File: config.mk
export PLATFORM = sky130hd
export DESIGN_NAME = prog_seq
export DESIGN_NICKNAME = d
export VERILOG_FILES = /design/src/rtl/prog_seq.sv
export SDC_FILE = /design/constraint.sdc
export NUM_CORES = 1
export LEC_CHECK = 0
export ABC_AREA = 0
export CAP_MARGIN = 20
export CORE_ASPECT_RATIO = 1.2
export CORE_MARGIN = 5
export CORE_UTILIZATION = 56
export DETAILED_ROUTE_END_ITERATION = 6
export PLACE_DENSITY = 0.93
export SLEW_MARGIN = 10
export SYNTH_ARGS = -nofsm -noshare
export SYNTH_HDL_FRONTEND = slang
export SYNTH_SLANG_ARGS = --single-unit
export TNS_END_PERCENT = 20
File: constraint.sdc
create_clock -name clk -period 3.8 [get_ports clk]
set_input_delay 1.14 -clock clk [delete_from_list [all_inputs] [get_ports clk]]
set_output_delay 1.14 -clock clk [all_outputs]
set_load 0.005 [all_outputs]
File: src/rtl/prog_seq.sv
// -----------------------------------------------------------------------------
// prog_seq -- program sequencer
//
// Owns the program counter, issues one instruction fetch at a time to the
// fetch/decode unit, resolves JMP / JZ / JNZ / HALT itself and forwards every
// other opcode to the execute datapath over a valid/done handshake.
//
// Ports
//   clk, rstn          clock (rising edge), asynchronous active-low reset
//   start              one-cycle run request, honoured in IDLE or HALT only
//   fetch_en, pc       fetch request and the address being fetched
//   is_ready           fetch/decode result valid (rising edge is the event)
//   control_bus, data  decoded opcode and immediate/target
//   zero_flag          datapath zero status, used by JZ / JNZ
//   ex_valid/op/arg    datapath command, held until ex_done
//   ex_done            datapath command complete
//   busy               FETCH, DECODE or EXEC
//   halted             HALT or FAULT
//   fault              FAULT (sticky until rstn)
//   retired            completed-instruction count, wraps modulo 2^16
// -----------------------------------------------------------------------------
module prog_seq #(
  parameter int  INST_CAP      = 20,
  parameter int  DATA_LEN      = 8,
  parameter int  FETCH_TIMEOUT = 15,
  localparam int PC_W          = $clog2(INST_CAP) + 1
) (
  input  logic                clk,
  input  logic                rstn,
  input  logic                start,
  output logic                fetch_en,
  output logic [PC_W-1:0]     pc,
  input  logic                is_ready,
  input  logic [3:0]          control_bus,
  input  logic [DATA_LEN-1:0] data,
  input  logic                zero_flag,
  output logic                ex_valid,
  output logic [3:0]          ex_op,
  output logic [DATA_LEN-1:0] ex_arg,
  input  logic                ex_done,
  output logic                busy,
  output logic                halted,
  output logic                fault,
  output logic [15:0]         retired
);

  typedef enum logic [2:0] {
    S_IDLE, S_FETCH, S_DECODE, S_EXEC, S_HALT, S_FAULT
  } state_t;

  localparam logic [3:0] OP_JMP  = 4'hC;
  localparam logic [3:0] OP_JZ   = 4'hD;
  localparam logic [3:0] OP_JNZ  = 4'hE;
  localparam logic [3:0] OP_HALT = 4'hF;

  localparam int              TMO_W    = $clog2(FETCH_TIMEOUT + 1);
  localparam logic [TMO_W-1:0] TMO_LAST = TMO_W'(FETCH_TIMEOUT - 1);
  // pc == PC_LAST is the same condition as pc+1 == INST_CAP, without the
  // extra adder width.
  localparam logic [PC_W-1:0]  PC_LAST  = PC_W'(INST_CAP - 1);

  state_t              state;
  logic [3:0]          op_r;
  logic [DATA_LEN-1:0] arg_r;
  logic                rdy_q;     // is_ready one cycle ago
  logic [TMO_W-1:0]    tmo;

  logic rdy_rise;
  logic is_branch;
  logic br_taken;
  logic tgt_bad;

  // NOTE: every signal gets a default at the top of always_comb, so no path
  // leaves it unassigned and no latch is inferred.
  always_comb begin
    rdy_rise  = is_ready & ~rdy_q;
    is_branch = 1'b0;
    br_taken  = 1'b0;
    case (op_r)
      OP_JMP: begin is_branch = 1'b1; br_taken = 1'b1;       end
      OP_JZ:  begin is_branch = 1'b1; br_taken = zero_flag;  end
      OP_JNZ: begin is_branch = 1'b1; br_taken = ~zero_flag; end
      default: ;
    endcase
    // The whole immediate is checked, not just the bits that fit in pc.
    tgt_bad = 32'(arg_r) >= INST_CAP;
  end

  // NOTE: state and outputs are sequential, so they are all written with
  // non-blocking assignments; every branch sees the pre-edge values.
  always_ff @(posedge clk or negedge rstn) begin
    if (!rstn) begin
      state    <= S_IDLE;
      fetch_en <= 1'b0;
      pc       <= '0;
      ex_valid <= 1'b0;
      ex_op    <= '0;
      ex_arg   <= '0;
      busy     <= 1'b0;
      halted   <= 1'b0;
      fault    <= 1'b0;
      retired  <= '0;
      op_r     <= '0;
      arg_r    <= '0;
      rdy_q    <= 1'b0;
      tmo      <= '0;
    end else begin
      // History is tracked in every state so a level already high when FETCH
      // is entered never looks like a fresh result.
      rdy_q <= is_ready;

      case (state)
        S_IDLE, S_HALT: begin
          if (start) begin
            state    <= S_FETCH;
            pc       <= '0;
            retired  <= '0;
            fetch_en <= 1'b1;
            busy     <= 1'b1;
            halted   <= 1'b0;
            tmo      <= '0;
          end
        end

        S_FETCH: begin
          if (rdy_rise) begin
            op_r     <= control_bus;
            arg_r    <= data;
            fetch_en <= 1'b0;
            state    <= S_DECODE;
          end else if (tmo == TMO_LAST) begin
            // This is the FETCH_TIMEOUT-th fetch cycle without a result.
            state    <= S_FAULT;
            fetch_en <= 1'b0;
            busy     <= 1'b0;
            halted   <= 1'b1;
            fault    <= 1'b1;
          end else begin
            tmo <= tmo + 1'b1;
          end
        end

        S_DECODE: begin
          if (op_r == OP_HALT) begin
            state   <= S_HALT;
            busy    <= 1'b0;
            halted  <= 1'b1;
            retired <= retired + 16'd1;
          end else if (is_branch) begin
            if ((br_taken && tgt_bad) || (!br_taken && pc == PC_LAST)) begin
              state  <= S_FAULT;
              busy   <= 1'b0;
              halted <= 1'b1;
              fault  <= 1'b1;
            end else begin
              pc       <= br_taken ? PC_W'(arg_r) : pc + 1'b1;
              retired  <= retired + 16'd1;
              fetch_en <= 1'b1;
              tmo      <= '0;
              state    <= S_FETCH;
            end
          end else begin
            ex_valid <= 1'b1;
            ex_op    <= op_r;
            ex_arg   <= arg_r;
            state    <= S_EXEC;
          end
        end

        S_EXEC: begin
          if (ex_done) begin
            ex_valid <= 1'b0;
            retired  <= retired + 16'd1;
            if (pc == PC_LAST) begin
              // Falling off the end of instruction memory.
              state  <= S_FAULT;
              busy   <= 1'b0;
              halted <= 1'b1;
              fault  <= 1'b1;
            end else begin
              pc       <= pc + 1'b1;
              fetch_en <= 1'b1;
              tmo      <= '0;
              state    <= S_FETCH;
            end
          end
        end

        S_FAULT: ;  // sticky, only rstn leaves

        default: state <= S_FAULT;
      endcase
    end
  end

endmodule

* Yosys cells after proc, flatten, opt, wreduce, memory -nomap -nowiden
Index checks and enable logic that the tools add are counted.
** Cells by class
- Reductions and logical operators :: 21
- Mux-type cells :: 65
- Bitwise logic cells :: 6
- Equality and inequality tests :: 27
- Add/subtract/negate cells :: 3
- $lt $le $gt $ge :: 1
** Operator list (count)
- two-way mux 16 bit :: 5
- one-hot mux 16 bit (3 select lines) :: 1
- two-way mux 6 bit :: 7
- two-way mux 4 bit :: 8
- two-way mux 1 bit :: 27
- two-way mux 3 bit :: 8
- inequality test 2 bit, second input constant :: 12
- AND reduction 8 bit :: 3
- equality test 4 bit, second input constant :: 5
- one-hot mux 6 bit (3 select lines) :: 1
- adder 16 x 1 -> 16 bit, second input constant :: 1
- one-hot mux 4 bit (4 select lines) :: 1
- one-hot mux 3 bit (5 select lines) :: 1
- inequality test 3 bit, second input constant :: 4
- one-hot mux 1 bit (4 select lines) :: 3
- AND reduction 9 bit :: 1
- >= comparator 8 x 5 -> 1 bit, second input constant :: 1
- AND reduction 4 bit :: 2
- AND reduction 7 bit :: 1
- adder 6 x 1 -> 6 bit, second input constant :: 1
- equality test 3 x 2 -> 1 bit, second input constant :: 2
- equality test 3 bit, second input constant :: 2
- equality test 6 x 5 -> 1 bit, second input constant :: 1
- one-hot mux 1 bit (3 select lines) :: 2
- 17 further kinds :: 23
** Word-level totals
- Output and inout bits :: 39
- Flip-flop bits (word level) :: 59
- Input bits :: 18
- Logic and storage cells :: 137

* Logic depth before layout (Yosys ltp)
- Depth in word-level cells :: 9
- Depth in mapped cells :: 8
- Mapped depth without buffers :: 7

* Least setup slack after synthesis
Ideal clock, no wire load.
- Path kind :: in2reg
- Start :: input zero_flag
- End :: register retired[3]
- Setup slack :: 981 ps
- Path buffers :: 1
- Library setup time :: 129 ps
- Required time :: 3671 ps
- Stages :: 7
- Arrival :: 2689 ps
- Path through :: mux2_2 and4bb_2 a2111oi_4 or4_1 buf_6 o211ai_1 o31ai_1
** On the way
- Cells in the longest elaborated chain, start to end :: 7
- Elaborated cells between the ends (all ways) :: 8
- Those cells by class :: eq/ne (1); mux (1); bitwise (1); reduce/logical (5)
** Ends and longest elaborated chain
- start, declared :: RTL line 36 : input logic zero_flag,
- NOT 1 bit :: RTL line 82 : OP_JNZ: begin is_branch = 1'b1; br_taken = ~zero_flag; end
- one-hot mux 1 bit (3 select lines) (*) :: RTL line 79 : case (op_r)
- logical NOT 1 bit :: RTL line 150 : if ((br_taken && tgt_bad) || (!br_taken && pc == PC_LAST)) begin
- logical AND 1 bit :: RTL line 150
- logical OR 1 bit (*) :: RTL line 150
- inequality test 3 bit (no source line) (*)
- AND reduction 5 bit (no source line) (*)
- end signal, assigned :: RTL line 148 : retired <= retired + 16'd1;
- end signal, assigned :: RTL line 157 : retired <= retired + 16'd1;
- end signal, assigned :: RTL line 173 : retired <= retired + 16'd1;
- end, declared :: RTL line 44 : output logic [15:0] retired
Mark *: on every way between the ends. The rest lies on a longest branch, timed or not.
A chain may end at the register's enable or synchronous reset.

* Worst setup path in the final report
- Start :: input zero_flag
- End :: register retired[2]
Same word-level chain as after synthesis.

==> flow_summary.toml <==
[finish]
syn2layout_area_growth_pct = 27.7
layout-drive-gt1-share_pct = 14.0
n_antenna_cell = 0
finalNetCount = 373
final_cell_mix = "dfrtp_1, clkdlybuf4s50_1, nor2_1, nand2_1, mux2_2"
final_common_cell = "dfrtp_1"

[grt]
grt_pass1_wl_mm = 12.5
grt_max_degree = 34
grt_usage_pct = 22.4
antenna_found_initial = 0
grt_pass1_vias = 2666
grt.overflow.total = 0

[clock_network]
cts_made_buffers = 9
cts_resized = 0
cts.sinks = 59
h-tree-depth = 3
path_clk_slew_ns = 0.07
cts_buffer_depth = 2
cts_root_buffer = "clkbuf_8"
cts_setup_buffers = 0
clock_latency_ns = 0.35
hold_buffers = 0
cts_tree = "yes"

[worst_hold_path]
min_from = "tmo[3]$_DFFE_PN0P_"
holdCritPathClass = "reg -> reg"
holdPathStages = 1
min_to = "tmo[3]$_DFFE_PN0P_"

[sta]
grt_setup_unrepaired = "false"
period_minus_slack_ns = 3.21
min_period_over_period_pct = 84.5
worstMarginPinSlew_ns = 0.760
setup_ws_ns = 0.590
relSlewSlack_pct = 49.2
setup_viol = 0
drv_slew = 0
whs_ns = 0.475
final.setup_skew_ns = 0.00740
finalSetupTns_ns = 0
fmax_ghz = 0.312
finalHoldViolations = 0

[critical_path]
cp_max_fo = 11
reg2reg_setup_slack_ns = 0.85
r2r_cells = 6
r2r-start = "state[0]$_DFFE_PN0P_"
critical_path_required_ns = 4.02
crit_type = "in -> reg"
critPathCaptureType = "flop"
r2r-end = "retired[2]$_DFFE_PN0P_"
crit_path_start_kind = "primary input"
worstPathArrival_ns = 3.43

[placement]
pre_cts_ws_ns = 0.248
place_congestion = 0.903
dp_hpwl_mm = 5.06
io_buffers = 56

[die]
start_util_pct = 57.0
num_io_pins = 57
die_h_um = 89.9
fp.dieW_um = 76.6
rows = 29
core_um2 = 5230
dieArea_um2 = 6890

[routing]
drc = 0
dr.pass1.iters = 4
wl_mm = 7.20
viasPerCell = 6.19
drt-initial-drc-count = 180
drtAntennaViolNets = 0
wire_per_inst_um = 17.2
vias = 2586

[pwr]
leakagePower_uw = 0.00158
irDropWorstVdd_v = 0.000359
power_density_nw_per_um2 = 561

[logic_synthesis]
syn_nets = 316
yosys_warnings = 0
synth.avg_cell_area_um2 = 10.1
yosysSeqAreaShare_pct = 49.5
synth.distinct_cells = 44
ys_seq_elements = 59
synthCells = 294
syn_area_um2 = 2980

[run_status]
status = "finished clean"

[job]
cap_viol_max_count = 0
[worst max-delay path by stage]
stage,startpoint,slack (ns),to,cells past startpoint
2_1_floorplan,zero_flag,0.98,retired[3]$_DFFE_PN0P_,7
3_3_place_gp,zero_flag,0.35,retired[5]$_DFFE_PN0P_,7
3_5_place_dp,zero_flag,0.25,retired[2]$_DFFE_PN0P_,7
4_1_cts,zero_flag,0.60,retired[2]$_DFFE_PN0P_,7
5_1_grt,zero_flag,0.47,retired[2]$_DFFE_PN0P_,7
6_report,zero_flag,0.59,retired[2]$_DFFE_PN0P_,7
[Yosys cell counts, drive strengths merged]
cell      n  area (um^2)
nand2    24         90.1
a21boi    1         7.51
and4bb    1         12.5
or4       1         7.51
o22a      1         8.76
mux2i     3         30.0
o221ai    1         8.76
nand4b    1         8.76
and3      3         18.8
a2111oi   1         27.5
o22ai     4         25.0
inv      10         37.5
nand3b    1         7.51
or3       2         12.5
a22oi     1         7.51
nor2b     6         45.0
nor3b     3         22.5
clkbuf    4         15.0
o31a      2         17.5
ha        4         50.1
o21ai    20          100
a221o     1         10.0
o31ai    13         97.6
dfrtp    59         1480
a21oi    14         70.1
nor2     26         97.6
nand3    10         50.1
or2       5         33.8
nor4      3         18.8
nand2b    7         43.8
nand4     4         25.0
a31oi     4         25.0
buf       8         48.8
or3b      1         8.76
mux2     24          270
o311ai    2         17.5
o32ai     1         8.76
nor3      7         35.0
o211ai   11         82.6
[final cells by class]
cell class	count	area [um^2]
timing repair buffer	58	571
tap	62	77.6
clock inverter	5	100
multi-input combinational	213	1400
sequential	59	1480
fill	382	1420
inverter	10	37.5
clock buffer	11	141
[flip-flops by register name, indices dropped and copies added (netlist names)]
register,cells
ex_arg,8
arg_r,8
ex_valid,1
busy,1
rdy_q,1
tmo,4
retired,16
fault,1
fetch_en,1
op_r,4
pc,6
ex_op,4
state,3
halted,1
[worst max-delay path, cell delays in order]
cell             delay (ns)
clkdlybuf4s50_1        0.46
mux2_2                 0.35
and4bb_2               0.37
a2111oi_4              0.07
or4_1                  0.63
o211ai_1               0.28
o31ai_1                0.11
[kinds of logic after synthesis]
kind of cell	synth area share [%]
and+or+nand+nor	18.1
buffers and inverters	3.40
adders and majority gates	1.68
AOI/OAI and AO/OA	17.3
muxes	10.1
DFF	49.5
[metal layers]
metal  routed length (um)  vias to the layer above  track usage (%)
met3                  558                       15             6.40
li1                     -                     1194                -
met1                 2850                     1277             26.6
met4                  150                        0             11.1
met2                 3640                      100             36.9
met5                    0                        -                0
[where the power goes]
group | internal, uW | leakage [uW] | switching [uW] | total (uW)
clock | 451 | 0.000123 | 246 | 697
combinational | 274 | 0.000679 | 265 | 539
sequential | 754 | 0.000780 | 145 | 900
[metrics by stage]
step / cells / util (%) / area [um^2] / power, uW
floorplan: 294 / - / 2980 / 1220
global placement: 402 / 68.2 / 3560 / 1400
detailed placement: 402 / 68.2 / 3560 / 1440
CTS: 418 / 72.8 / 3810 / 2140
global route: 418 / 72.8 / 3810 / 2260
finish: 418 / 72.8 / 3810 / 2140
No activity file was read; power rests on OpenSTA's default activity.
